==> config.mk <==
export PLATFORM = sky130hd
export DESIGN_NAME = hd44780_controller
export DESIGN_NICKNAME = d
export VERILOG_FILES = /design/src/rtl/hd44780_pkg.sv /design/src/rtl/hd44780_nybble_sender.sv /design/src/rtl/hd44780_controller.sv
export SDC_FILE = /design/constraint.sdc
export NUM_CORES = 1
export LEC_CHECK = 0
export ABC_AREA = 1
export ABC_CLOCK_PERIOD_IN_PS = 3200
export CELL_PAD_IN_SITES_DETAIL_PLACEMENT = 1
export CELL_PAD_IN_SITES_GLOBAL_PLACEMENT = 2
export CORE_MARGIN = 2
export CORE_UTILIZATION = 38
export DETAILED_ROUTE_END_ITERATION = 10
export DONT_BUFFER_PORTS = 1
export PLACE_DENSITY = 0.9
export SYNTH_ARGS = -nofsm -noshare
export SYNTH_HDL_FRONTEND = slang
export SYNTH_SLANG_ARGS = --single-unit
==> constraint.sdc <==
create_clock -name CLK_I -period 3.2 [get_ports CLK_I]
set_clock_uncertainty 0.2 [all_clocks]
set_input_delay 0.32 -clock CLK_I [delete_from_list [all_inputs] [get_ports CLK_I]]
set_output_delay 0.32 -clock CLK_I [all_outputs]
set_load 0.01 [all_outputs]
==> src/rtl/hd44780_pkg.sv <==
// rtl/hd44780_pkg.sv - shared states, init command list and timing defaults for the HD44780 controller
package hd44780_pkg;

  typedef enum logic [3:0] {
    ST_POWERUP,
    ST_INIT_NYB,
    ST_INIT_WAIT,
    ST_INIT_BYTES,
    ST_IDLE,
    ST_SETUP,
    ST_E_HIGH,
    ST_E_HOLD,
    ST_GAP,
    ST_EXEC_WAIT
  } state_t;

  // Function set 4-bit/2-line, display on, clear, entry mode increment
  localparam int unsigned INIT_CMD_NUM = 4;
  localparam logic [7:0] INIT_CMDS [INIT_CMD_NUM] = '{8'h28, 8'h0C, 8'h01, 8'h06};

  localparam int unsigned DEF_POWERUP_CYC = 720000;
  localparam int unsigned DEF_INIT1_CYC   = 197000;
  localparam int unsigned DEF_INIT2_CYC   = 4800;
  localparam int unsigned DEF_E_SETUP_CYC = 3;
  localparam int unsigned DEF_E_HIGH_CYC  = 12;
  localparam int unsigned DEF_E_HOLD_CYC  = 3;
  localparam int unsigned DEF_NYB_GAP_CYC = 48;
  localparam int unsigned DEF_CMD_CYC     = 2016;
  localparam int unsigned DEF_CLEAR_CYC   = 78720;
  localparam int unsigned DEF_BLINK_BITS  = 24;

  // A zero-length wait still occupies one cycle
  function automatic int unsigned eff_cyc(input int unsigned n);
    return (n == 0) ? 1 : n;
  endfunction

  function automatic int unsigned max_u(input int unsigned a, input int unsigned b);
    return (a > b) ? a : b;
  endfunction

  // Clear display and return home need the long execution wait
  function automatic logic is_clear_cmd(input logic rs, input logic [7:0] b);
    return !rs && (b == 8'h01 || b == 8'h02 || b == 8'h03);
  endfunction

endpackage

==> src/rtl/hd44780_nybble_sender.sv <==
// rtl/hd44780_nybble_sender.sv - drives one nybble onto the LCD bus with setup, E pulse and hold
module hd44780_nybble_sender
  import hd44780_pkg::*;
#(
  parameter int unsigned E_SETUP_CYC = DEF_E_SETUP_CYC,
  parameter int unsigned E_HIGH_CYC  = DEF_E_HIGH_CYC,
  parameter int unsigned E_HOLD_CYC  = DEF_E_HOLD_CYC
) (
  input  logic       clk,
  input  logic       rst,
  input  logic       start,
  input  logic       rs,
  input  logic [3:0] nybble,
  output logic       done,
  output logic       o_rs,
  output logic [3:0] o_lcd_data,
  output logic       o_e,
  output state_t     next_phase
);

  localparam int unsigned CNT_MAX = max_u(eff_cyc(E_SETUP_CYC),
                                          max_u(eff_cyc(E_HIGH_CYC), eff_cyc(E_HOLD_CYC)));
  localparam int unsigned CNT_W = $clog2(CNT_MAX + 1);
  localparam logic [CNT_W-1:0] SETUP_LAST = CNT_W'(eff_cyc(E_SETUP_CYC) - 1);
  localparam logic [CNT_W-1:0] HIGH_LAST  = CNT_W'(eff_cyc(E_HIGH_CYC) - 1);
  localparam logic [CNT_W-1:0] HOLD_LAST  = CNT_W'(eff_cyc(E_HOLD_CYC) - 1);

  state_t           phase_q, phase_d;
  logic [CNT_W-1:0] cnt_q, cnt_d;
  logic             rs_q, rs_d;
  logic [3:0]       data_q, data_d;
  logic             e_q, e_d;

  // Phase sequencing; bus data is captured only when idle so it cannot move under E
  always_comb begin
    phase_d = phase_q;
    cnt_d   = cnt_q + 1'b1;
    rs_d    = rs_q;
    data_d  = data_q;
    case (phase_q)
      ST_IDLE: begin
        cnt_d = '0;
        if (start) begin
          phase_d = ST_SETUP;
          rs_d    = rs;
          data_d  = nybble;
        end
      end
      ST_SETUP: begin
        if (cnt_q == SETUP_LAST) begin
          phase_d = ST_E_HIGH;
          cnt_d   = '0;
        end
      end
      ST_E_HIGH: begin
        if (cnt_q == HIGH_LAST) begin
          phase_d = ST_E_HOLD;
          cnt_d   = '0;
        end
      end
      ST_E_HOLD: begin
        if (cnt_q == HOLD_LAST) begin
          phase_d = ST_IDLE;
          cnt_d   = '0;
        end
      end
      default: begin
        phase_d = ST_IDLE;
        cnt_d   = '0;
      end
    endcase
    e_d = (phase_d == ST_E_HIGH);
  end

  // Phase, counter and bus registers; reset drops E asynchronously
  always_ff @(posedge clk or posedge rst) begin
    if (rst) begin
      phase_q <= ST_IDLE;
      cnt_q   <= '0;
      rs_q    <= 1'b0;
      data_q  <= 4'h0;
      e_q     <= 1'b0;
    end else begin
      phase_q <= phase_d;
      cnt_q   <= cnt_d;
      rs_q    <= rs_d;
      data_q  <= data_d;
      e_q     <= e_d;
    end
  end

  assign done       = (phase_q == ST_E_HOLD) && (cnt_q == HOLD_LAST);
  assign next_phase = phase_d;
  assign o_rs       = rs_q;
  assign o_lcd_data = data_q;
  assign o_e        = e_q;

endmodule

==> src/rtl/hd44780_controller.sv <==
// rtl/hd44780_controller.sv - HD44780 4-bit bus controller with power-up init and byte requests
module hd44780_controller
  import hd44780_pkg::*;
#(
  parameter int unsigned POWERUP_CYC = DEF_POWERUP_CYC,
  parameter int unsigned INIT1_CYC   = DEF_INIT1_CYC,
  parameter int unsigned INIT2_CYC   = DEF_INIT2_CYC,
  parameter int unsigned E_SETUP_CYC = DEF_E_SETUP_CYC,
  parameter int unsigned E_HIGH_CYC  = DEF_E_HIGH_CYC,
  parameter int unsigned E_HOLD_CYC  = DEF_E_HOLD_CYC,
  parameter int unsigned NYB_GAP_CYC = DEF_NYB_GAP_CYC,
  parameter int unsigned CMD_CYC     = DEF_CMD_CYC,
  parameter int unsigned CLEAR_CYC   = DEF_CLEAR_CYC,
  parameter int unsigned BLINK_BITS  = DEF_BLINK_BITS
) (
  input  logic       CLK_I,
  input  logic       RST_I,
  input  logic       STB_I,
  input  logic       i_rs,
  input  logic [7:0] i_lcd_data,
  output logic       busy,
  output logic       alive_led,
  output logic       o_rs,
  output logic [3:0] o_lcd_data,
  output logic       o_e
);

  localparam int unsigned WAIT_MAX =
    max_u(max_u(eff_cyc(POWERUP_CYC), eff_cyc(INIT1_CYC)),
          max_u(max_u(eff_cyc(INIT2_CYC), eff_cyc(NYB_GAP_CYC)),
                max_u(eff_cyc(CMD_CYC), eff_cyc(CLEAR_CYC))));
  localparam int unsigned WCNT_W = $clog2(WAIT_MAX + 1);
  localparam logic [WCNT_W-1:0] POWERUP_LAST = WCNT_W'(eff_cyc(POWERUP_CYC) - 1);
  localparam logic [WCNT_W-1:0] INIT1_LAST   = WCNT_W'(eff_cyc(INIT1_CYC) - 1);
  localparam logic [WCNT_W-1:0] INIT2_LAST   = WCNT_W'(eff_cyc(INIT2_CYC) - 1);
  localparam logic [WCNT_W-1:0] GAP_LAST     = WCNT_W'(eff_cyc(NYB_GAP_CYC) - 1);
  localparam logic [WCNT_W-1:0] CMD_LAST     = WCNT_W'(eff_cyc(CMD_CYC) - 1);
  localparam logic [WCNT_W-1:0] CLEAR_LAST   = WCNT_W'(eff_cyc(CLEAR_CYC) - 1);

  state_t            state_q, state_d;
  logic [WCNT_W-1:0] wcnt_q, wcnt_d;
  logic [1:0]        idx_q, idx_d;
  logic              lo_q, lo_d;
  logic              init_done_q, init_done_d;
  logic              rs_q, rs_d;
  logic [7:0]        data_q, data_d;
  logic              busy_q, busy_d;
  logic [BLINK_BITS-1:0] blink_q, blink_d;

  logic [WCNT_W-1:0] wait_last;
  logic              wait_done;
  logic              snd_start;
  logic              snd_rs;
  logic [3:0]        snd_nyb;
  logic              snd_done;
  state_t            snd_next;

  hd44780_nybble_sender #(
    .E_SETUP_CYC (E_SETUP_CYC),
    .E_HIGH_CYC  (E_HIGH_CYC),
    .E_HOLD_CYC  (E_HOLD_CYC)
  ) u_sender (
    .clk        (CLK_I),
    .rst        (RST_I),
    .start      (snd_start),
    .rs         (snd_rs),
    .nybble     (snd_nyb),
    .done       (snd_done),
    .o_rs       (o_rs),
    .o_lcd_data (o_lcd_data),
    .o_e        (o_e),
    .next_phase (snd_next)
  );

  // Terminal count for whichever wait the current state is timing
  always_comb begin
    wait_last = '0;
    case (state_q)
      ST_POWERUP:   wait_last = POWERUP_LAST;
      ST_INIT_WAIT: wait_last = (idx_q == 2'd0) ? INIT1_LAST : INIT2_LAST;
      ST_GAP:       wait_last = GAP_LAST;
      ST_EXEC_WAIT: wait_last = is_clear_cmd(rs_q, data_q) ? CLEAR_LAST : CMD_LAST;
      default:      wait_last = '0;
    endcase
    wait_done = (wcnt_q == wait_last);
  end

  // Sequencer: init nybbles, init bytes, then byte requests from IDLE
  always_comb begin
    state_d     = state_q;
    idx_d       = idx_q;
    lo_d        = lo_q;
    init_done_d = init_done_q;
    rs_d        = rs_q;
    data_d      = data_q;
    snd_start   = 1'b0;
    snd_rs      = rs_q;
    snd_nyb     = data_q[7:4];
    case (state_q)
      ST_POWERUP: begin
        if (wait_done) begin
          snd_start = 1'b1;
          snd_rs    = 1'b0;
          snd_nyb   = 4'h3;
          idx_d     = 2'd0;
          state_d   = ST_INIT_NYB;
        end
      end
      ST_INIT_NYB: begin
        if (snd_done) state_d = ST_INIT_WAIT;
      end
      ST_INIT_WAIT: begin
        if (wait_done) begin
          if (idx_q == 2'd3) begin
            idx_d   = 2'd0;
            state_d = ST_INIT_BYTES;
          end else begin
            idx_d     = idx_q + 2'd1;
            snd_start = 1'b1;
            snd_rs    = 1'b0;
            snd_nyb   = (idx_q == 2'd2) ? 4'h2 : 4'h3;
            state_d   = ST_INIT_NYB;
          end
        end
      end
      ST_INIT_BYTES: begin
        rs_d      = 1'b0;
        data_d    = INIT_CMDS[idx_q];
        snd_start = 1'b1;
        snd_rs    = 1'b0;
        snd_nyb   = INIT_CMDS[idx_q][7:4];
        lo_d      = 1'b0;
        state_d   = ST_SETUP;
        if (idx_q == 2'(INIT_CMD_NUM - 1)) init_done_d = 1'b1;
        else                              idx_d       = idx_q + 2'd1;
      end
      ST_IDLE: begin
        if (STB_I) begin
          rs_d      = i_rs;
          data_d    = i_lcd_data;
          snd_start = 1'b1;
          snd_rs    = i_rs;
          snd_nyb   = i_lcd_data[7:4];
          lo_d      = 1'b0;
          state_d   = ST_SETUP;
        end
      end
      ST_SETUP, ST_E_HIGH, ST_E_HOLD: begin
        if (snd_done) state_d = lo_q ? ST_EXEC_WAIT : ST_GAP;
        else          state_d = snd_next;
      end
      ST_GAP: begin
        if (wait_done) begin
          snd_start = 1'b1;
          snd_nyb   = data_q[3:0];
          lo_d      = 1'b1;
          state_d   = ST_SETUP;
        end
      end
      ST_EXEC_WAIT: begin
        if (wait_done) state_d = init_done_q ? ST_IDLE : ST_INIT_BYTES;
      end
      default: state_d = ST_POWERUP;
    endcase
    wcnt_d  = (state_d != state_q || wait_done) ? '0 : wcnt_q + 1'b1;
    busy_d  = (state_d != ST_IDLE);
    blink_d = blink_q + 1'b1;
  end

  // All controller state; reset restarts the full init sequence
  always_ff @(posedge CLK_I or posedge RST_I) begin
    if (RST_I) begin
      state_q     <= ST_POWERUP;
      wcnt_q      <= '0;
      idx_q       <= 2'd0;
      lo_q        <= 1'b0;
      init_done_q <= 1'b0;
      rs_q        <= 1'b0;
      data_q      <= 8'h00;
      busy_q      <= 1'b1;
      blink_q     <= '0;
    end else begin
      state_q     <= state_d;
      wcnt_q      <= wcnt_d;
      idx_q       <= idx_d;
      lo_q        <= lo_d;
      init_done_q <= init_done_d;
      rs_q        <= rs_d;
      data_q      <= data_d;
      busy_q      <= busy_d;
      blink_q     <= blink_d;
    end
  end

  assign busy      = busy_q;
  assign alive_led = blink_q[BLINK_BITS-1];

endmodule

Word-level counts from Yosys, hierarchy flattened
Index checks and enable logic that the tools add are counted.
{"block": "op_classes", "order_cmp": 1, "n_addsub": 4, "n_reduce_logical": 19, "muxes": 54, "bitwise_logic": 1, "eq_ne": 29}
{"cell": "case mux 20 bit (4 select lines)", "count": 1}
{"cell": "two-way mux 4 bit", "count": 18}
{"cell": "== test 4 x 3 -> 1 bit, second input constant", "count": 9}
{"cell": "case mux 4 bit (8 select lines)", "count": 1}
{"cell": "adder 24 x 1 -> 24 bit, second input constant", "count": 1}
{"cell": "two-way mux 8 bit", "count": 3}
{"cell": "adder 20 x 1 -> 20 bit, second input constant", "count": 1}
{"cell": "== test 20 bit", "count": 1}
{"cell": "two-way mux 20 bit", "count": 1}
{"cell": "case mux 4 bit (5 select lines)", "count": 1}
{"cell": "two-way mux 18 bit", "count": 1}
{"cell": "two-way mux 17 bit", "count": 1}
{"cell": "binary-select mux 8 bit (select 2 bit)", "count": 1}
{"cell": "== test 8 x 2 -> 1 bit, second input constant", "count": 2}
{"cell": "case mux 4 bit (4 select lines)", "count": 1}
{"cell": "case mux 8 bit (2 select lines)", "count": 1}
{"cell": "== test 4 x 2 -> 1 bit, second input constant", "count": 3}
{"cell": "== test 4 bit, second input constant", "count": 3}
{"cell": "two-way mux 1 bit", "count": 12}
{"cell": "two-way mux 2 bit", "count": 5}
{"cell": "inequality test 2 bit, second input constant", "count": 5}
{"cell": "== test 8 x 1 -> 1 bit, second input constant", "count": 1}
{"cell": "case mux 1 bit (4 select lines)", "count": 2}
{"cell": "case mux 4 bit (2 select lines)", "count": 1}
{"cell": "other kinds (24)", "count": 32}
{"block": "word_totals", "reg_bits": 76, "input_bits": 12, "out_inout_bits": 8}

Depth between registers and ports, before layout
{"block": "logic_depth", "ltp_word": 16, "ltp_mapped": 22}

Hierarchy
A second synthesis with hierarchy kept.
{"block": "unflattened", "hier_cells": 529, "hier_area_um2": 4493.1}
{"mod": "hd44780_controller", "n_inst": 1, "area_per_inst_um2": 3786.1, "cells_each": 458}
{"mod": "hd44780_nybble_sender", "n_inst": 1, "area_per_inst_um2": 706.9, "cells_each": 71}

Worst setup path before layout
No wires, ideal clock.
{"block": "synth_timing", "path_kind": "reg-to-reg", "from": "reg state_q[1]", "to": "reg wcnt_q[15]", "path_stages_with_launch": 21, "period_less_slack_ns": 2.602, "arrival_time_ns": 2.281, "t_required_ns": 2.879, "n_path_buf": 2, "slack_ns": 0.598, "cell_sequence": "dfrtp_1 > nor2_2 > nand2_4 > buf_6 > o21ai_1 > o211ai_1 > nor2_1 > nand3_1 > nor2_4 > nand4_1 > nand2_2 > nand2_4 > nand2_4 > nand2_2 > nand2_4 > nand2_2 > nand2_1 > inv_1 > nand2_2 > buf_6 > nor2_2"}
{"block": "synth_between", "elab_chain_len": 12, "word_cells_on_any_way": 30, "classes_between": "11 x eq/ne; 15 x mux; 4 x reduce/logical"}
{"element": "start, declared", "line_no": "hd44780_controller.sv:40", "rtl": "state_t state_q, state_d;"}
{"element": "start signal, assigned", "line_no": "hd44780_controller.sv:183", "rtl": "state_q <= state_d;"}
{"element": "== test 4 bit (tied with other cells)", "line_no": "hd44780_controller.sv:78", "rtl": "case (state_q)"}
{"element": "case mux 20 bit (4 select lines)", "line_no": "hd44780_controller.sv:78"}
{"element": "== test 20 bit", "line_no": "hd44780_controller.sv:85", "rtl": "wait_done = (wcnt_q == wait_last);"}
{"element": "two-way mux 1 bit (on tied branches)", "line_no": "hd44780_controller.sv:101, hd44780_controller.sv:153, hd44780_controller.sv:113"}
{"element": "case mux 1 bit (4 select lines) (*)", "line_no": "hd44780_controller.sv:99", "rtl": "case (state_q)"}
{"element": "two-way mux 4 bit (*)", "line_no": "hd44780_nybble_sender.sv:43", "rtl": "if (start) begin"}
{"element": "case mux 4 bit (4 select lines) (*)", "line_no": "hd44780_nybble_sender.sv:40", "rtl": "case (phase_q)"}
{"element": "named net snd_next[0]", "line_no": "hd44780_controller.sv:56", "rtl": "state_t snd_next;"}
{"element": "two-way mux 4 bit (*)", "line_no": "hd44780_controller.sv:149", "rtl": "if (snd_done) state_d = lo_q ? ST_EXEC_WAIT : ST_GAP;"}
{"element": "case mux 4 bit (8 select lines) (*)", "line_no": "hd44780_controller.sv:99"}
{"element": "named net state_d[0]", "line_no": "hd44780_controller.sv:40"}
{"element": "inequality test 4 bit (*)", "line_no": "hd44780_controller.sv:165", "rtl": "wcnt_d = (state_d != state_q || wait_done) ? '0 : wcnt_q + 1'b1;"}
{"element": "logical OR 1 bit (*)", "line_no": "hd44780_controller.sv:165"}
{"element": "two-way mux 20 bit (*)", "line_no": "hd44780_controller.sv:165"}
{"element": "named net wcnt_d[15]", "line_no": "hd44780_controller.sv:41", "rtl": "logic [WCNT_W-1:0] wcnt_q, wcnt_d;"}
{"element": "end signal, assigned", "line_no": "hd44780_controller.sv:184", "rtl": "wcnt_q <= wcnt_d;"}
{"element": "end, declared", "line_no": "hd44780_controller.sv:41"}
The timed path passes the listed nets; every way through them passes the cells marked *.
A chain may end at the register's enable or synchronous reset.

Worst setup path in the final report
{"block": "layout_timing", "from": "reg idx_q[1]", "to": "reg wcnt_q[5]"}
{"block": "layout_between", "elab_chain_len": 13, "word_cells_on_any_way": 21, "classes_between": "3 x eq/ne; 16 x mux; 2 x reduce/logical"}
{"element": "start, declared", "line_no": "hd44780_controller.sv:42", "rtl": "logic [1:0] idx_q, idx_d;"}
{"element": "start signal, assigned", "line_no": "hd44780_controller.sv:185", "rtl": "idx_q <= idx_d;"}
{"element": "logical NOT 2 bit", "line_no": "hd44780_controller.sv:80", "rtl": "ST_INIT_WAIT: wait_last = (idx_q == 2'd0) ? INIT1_LAST : INIT2_LAST;"}
{"element": "two-way mux 18 bit", "line_no": "hd44780_controller.sv:80"}
{"element": "case mux 20 bit (4 select lines)", "line_no": "hd44780_controller.sv:78"}
{"element": "== test 20 bit", "line_no": "hd44780_controller.sv:85"}
{"element": "two-way mux 1 bit (on tied branches)", "line_no": "hd44780_controller.sv:101, hd44780_controller.sv:153, hd44780_controller.sv:113"}
{"element": "case mux 1 bit (4 select lines)", "line_no": "hd44780_controller.sv:99"}
{"element": "two-way mux 4 bit", "line_no": "hd44780_nybble_sender.sv:43"}
{"element": "case mux 4 bit (4 select lines)", "line_no": "hd44780_nybble_sender.sv:40"}
{"element": "two-way mux 4 bit", "line_no": "hd44780_controller.sv:149"}
{"element": "case mux 4 bit (8 select lines) (*)", "line_no": "hd44780_controller.sv:99"}
{"element": "named net state_d[0]", "line_no": "hd44780_controller.sv:40"}
{"element": "inequality test 4 bit (*)", "line_no": "hd44780_controller.sv:165"}
{"element": "logical OR 1 bit (*)", "line_no": "hd44780_controller.sv:165"}
{"element": "two-way mux 20 bit (*)", "line_no": "hd44780_controller.sv:165"}
{"element": "named net wcnt_d[5]", "line_no": "hd44780_controller.sv:41"}
Marked as above.

==> metrics.log <==
[metrics] starting density of the core: 0.3849
[metrics] Detail Route Antenna Nets: 0
[metrics] initial antenna violation count: 0
[metrics] final clock period utilization by the worst path: 0.9564
[metrics] Routed wire per std cell: 16.00 microns
[metrics] vias in the first global route: 4009
[metrics] worst slew slack as a fraction of its limit: 0.2381
[metrics] worst-case reg-to-reg path depth: 19
[metrics] worst hold margin: 0.05570 ns
[metrics] post-route insts no fill: 743
[metrics] worst slew pin tran: 1.143 ns
[metrics] syn nets: 562
[metrics] worst skew pair latency: 0.35 ns
[metrics] Core Area: 11270 sq um
[metrics] Final Net Count: 614
[metrics] sequential fraction of the synthesis area: 0.4389
[metrics] synthesized area divided by synthesized cell count: 7.991 sq um
[metrics] worst setup slack for register-to-register paths: 0.14 ns
[metrics] status: complete, no violations
[metrics] Filler cells: 1359
[metrics] maximum buffer depth of the clock tree: 2
[metrics] Max Cap Viol: 0
[metrics] global router's overall resource usage: 0.1964
[metrics] share of the core filled with cells in the final layout: 0.4734
[metrics] worst setup path end: wcnt_q[5]
[metrics] number of buffers created by CTS: 9
[metrics] Yosys warnings: 0
[metrics] leakage power of the design: 2.630 nW
[metrics] Root Buffer Master: sky130_fd_sc_hd__clkbuf_16
[metrics] clock tree from TritonCTS: built
[metrics] endpoint arrival time on the critical path: 3.08 ns
[metrics] crit path time final: 3.060 ns
[metrics] Total Wirelength: 11890 microns
[metrics] final RePlAce weighted congestion: 0.8839
[metrics] type of the setup path with the least slack: reg2reg
[metrics] HPWL after detailed placement: 8243 microns
[metrics] area of the die: 12290 sq um
[metrics] count of antenna diodes in the layout: 0
[metrics] clock transition at the register clock pins on the worst setup and hold paths after CTS: 0.06 ns
[metrics] synthesized-area fraction occupied by adder cells: 0.02018
[metrics] xor and xnor fraction of the mapped netlist area: 0.07065
[metrics] via density per instance: 5.071
[metrics] combined area of all synthesized cells: 4339 sq um
[metrics] main combinational cell family by area after synthesis: simple AND/OR/NAND/NOR gates
[metrics] number of detailed-route iterations in the first pass: 4
[metrics] DR vias: 3768
[metrics] GRT Residual Overflow: 0
[metrics] Startpoint Class: flop
[metrics] largest net degree at the start of global routing: 65
[metrics] final number of setup-violating endpoints: 0
[metrics] number of input and output port buffers inserted: 0
[metrics] number of library cell types mapped by synthesis: 38
[metrics] Worst R2R End: wcnt_q[5]
[metrics] share of final-layout standard cells stronger than drive strength 1: 0.2083
[metrics] fin. max-slew vios: 0
[metrics] multiplexer share of the synthesized area: 0.002595
[metrics] instance count after placement with tap cells included: 698
[metrics] final hold violation count: 0
[metrics] Max Fclk: 326.8 MHz
[metrics] sort of element at the end of the critical path: flop
[metrics] maximum resistive drop on vdd: 255.2 uV
[metrics] class of the worst hold path: in2reg
[metrics] Ports: 20
[metrics] Crit path required time: 3.22 ns
[metrics] die height: 110.9 microns
[metrics] Rows: 39
[metrics] width of the die: 110.9 microns
[metrics] Detailed Route Iter0 Violations: 193
[metrics] startpoint of the most critical setup path: idx_q[1]
[metrics] remaining design rule violation count: 0
[metrics] synthesized-area fraction occupied by and/or/nand/nor cells: 0.3166
[metrics] dpl ws: 0.1110 ns
[metrics] Synth Area in Compound Gates: 0.07411
[metrics] area delta synth->final: 22.98%
[metrics] r2r startpoint: idx_q[1]
[metrics] largest fanout on the critical path: 6
[metrics] level count of the clock H-tree: 3
[metrics] power per standard cell area: 389.3 nW/um^2
[metrics] least setup slack across all paths after layout: 0.1396 ns
[metrics] flops & latches, synth: 76
[metrics] setup repair after global routing missed its margin: yes
[metrics] wire length of the first global-routing pass: 19500 microns
[metrics] total number of clock tree sinks: 76
[metrics] Cells after Synth: 543
## worst max-delay path, cell delays in order, from the launching register on
cell and delay, ns:
sky130_fd_sc_hd__dfrtp_1 0.41, sky130_fd_sc_hd__inv_1 0.08, sky130_fd_sc_hd__ha_2 0.21, sky130_fd_sc_hd__inv_1 0.07, sky130_fd_sc_hd__o211ai_1 0.35, sky130_fd_sc_hd__nand3_1 0.14
sky130_fd_sc_hd__nand2_1 0.10, sky130_fd_sc_hd__nand2_1 0.11, sky130_fd_sc_hd__nor2_4 0.17, sky130_fd_sc_hd__buf_4 0.14, sky130_fd_sc_hd__nand3_4 0.13, sky130_fd_sc_hd__o21ai_2 0.20
sky130_fd_sc_hd__a21oi_4 0.06, sky130_fd_sc_hd__nand2_4 0.07, sky130_fd_sc_hd__nand2_2 0.05, sky130_fd_sc_hd__nand2_2 0.06, sky130_fd_sc_hd__inv_2 0.04, sky130_fd_sc_hd__nand2_4 0.12
sky130_fd_sc_hd__clkbuf_16 0.19, sky130_fd_sc_hd__nor2_4 0.03
## stage by stage
| step | total power, mW | instance area (sq um) | TNS [ns] |
|---|---|---|---|
| final | 2.078 | 5336 | 0 |
| after global routing | 2.150 | 5336 | -0.3928 |
| after CTS | 2.111 | 5002 | 0 |
| after detailed placement | 1.018 | 4611 | 0 |
| after global placement | 1.017 | 4611 | 0 |
| after floorplan | 1.006 | 4339 | 0 |
## how the worst min path moves through the flow
stage / startpoint / to / slack, ns / cells past startpoint
2_1_floorplan: blink_q[0] / blink_q[0] / 0.22 / 1
4_1_cts: i_lcd_data[3] / data_q[3] / 0.01 / 2
6_report: i_rs / rs_q / 0.06 / 3
3_3_place_gp: blink_q[0] / blink_q[0] / 0.24 / 1
3_5_place_dp: blink_q[0] / blink_q[0] / 0.26 / 1
5_1_grt: i_lcd_data[3] / data_q[3] / 0.07 / 2
## metal layers
metal	up-vias	global-route usage	wire, microns
li1	1838	-	-
met1	1869	0.2455	5302
met2	43	0.3362	6023
met3	18	0.04429	326
met4	0	0.06583	234
met5	-	0	0
## synth_stat cells (all sizes together)
master	n	area share
o21a	2	0.0035
a21oi	15	0.018
o22ai	3	0.0043
nand3b	2	0.0035
a31oi	3	0.0043
mux2	1	0.0026
nor3b	4	0.0069
o31ai	2	0.0035
inv	78	0.067
dfrtp	74	0.43
buf	3	0.0078
nor2	80	0.092
xor2	23	0.046
o21ai	20	0.023
and2	1	0.0014
conb	2	0.0017
a22oi	1	0.0017
nand4	12	0.017
nand2	130	0.12
xnor2	12	0.024
a21o	1	0.0017
ha	7	0.020
and3	1	0.0014
nand3	40	0.050
o211ai	8	0.014
nor3	12	0.014
or2	1	0.0014
nor4	3	0.0043
dfstp	2	0.012
## what timing repair did
item | 4_1_cts | 5_1_grt
resized for setup | 0 | 33
setup buffers | 0 | 18
hold buffers | 8 | 0
endpoints found under the hold margin | 67 | 0
setup endpoints to repair | 0 | 21
## cell families after synthesis
kind of cell,count (synthesis)
AO/OA/AOI/OAI,55
XOR/XNOR,35
adder cells (fa/ha/maj),7
buffers and inverters,81
flip-flops,76
multiplexers,1
other,2
AND/OR/NAND/NOR,286
## placed cells by master, fill, tap and decap left out, types with 3 or more instances in the layout
cell,count
sky130_fd_sc_hd__a21oi_1,13
sky130_fd_sc_hd__a31oi_1,3
sky130_fd_sc_hd__buf_4,32
sky130_fd_sc_hd__clkbuf_16,11
sky130_fd_sc_hd__dfrtp_1,71
sky130_fd_sc_hd__dfrtp_2,3
sky130_fd_sc_hd__dlygate4sd3_1,8
sky130_fd_sc_hd__ha_1,6
sky130_fd_sc_hd__inv_1,70
sky130_fd_sc_hd__inv_2,6
sky130_fd_sc_hd__nand2_1,113
sky130_fd_sc_hd__nand2_2,11
sky130_fd_sc_hd__nand2_4,5
sky130_fd_sc_hd__nand3_1,37
sky130_fd_sc_hd__nand4_1,12
sky130_fd_sc_hd__nor2_1,48
sky130_fd_sc_hd__nor2_2,18
sky130_fd_sc_hd__nor2_4,14
sky130_fd_sc_hd__nor3_1,12
sky130_fd_sc_hd__nor3b_1,4
sky130_fd_sc_hd__o211ai_1,8
sky130_fd_sc_hd__o21ai_0,16
sky130_fd_sc_hd__o21ai_1,3
sky130_fd_sc_hd__o22ai_1,3
sky130_fd_sc_hd__xnor2_1,12
sky130_fd_sc_hd__xor2_1,23
## flip-flops by register name, indices dropped and copies added, names as in the netlist
signal               flops
blink_q                 24
wcnt_q                  20
data_q                   8
state_q                  4
u_sender.cnt_q           4
u_sender.o_lcd_data      4
u_sender.phase_q         4
idx_q                    2
busy                     1
init_done_q              1
lo_q                     1
rs_q                     1
u_sender.o_e             1
u_sender.o_rs            1
## power breakdown
group	leakage (nW)	internal [mW]	switching, mW	total, mW
clock	0.148	0.648	0.422	1.07
combinational	1.48	0.0118	0.0283	0.0401
sequential	1.00	0.965	0.00191	0.967
## cell type report
| type | instances | area, sq um | area share |
|---|---|---|---|
| clock buffers | 11 | 252.7 | 0.04736 |
| clock inverters | 5 | 58.81 | 0.01102 |
| inverters | 78 | 296.5 | 0.05557 |
| multi-input cells | 386 | 2240 | 0.4197 |
| flip-flops and latches | 76 | 1908 | 0.3576 |
| well taps | 143 | 178.9 | 0.03353 |
| repair buffers | 44 | 401.6 | 0.07526 |
Note: power is estimated with default switching activity, not from simulation.
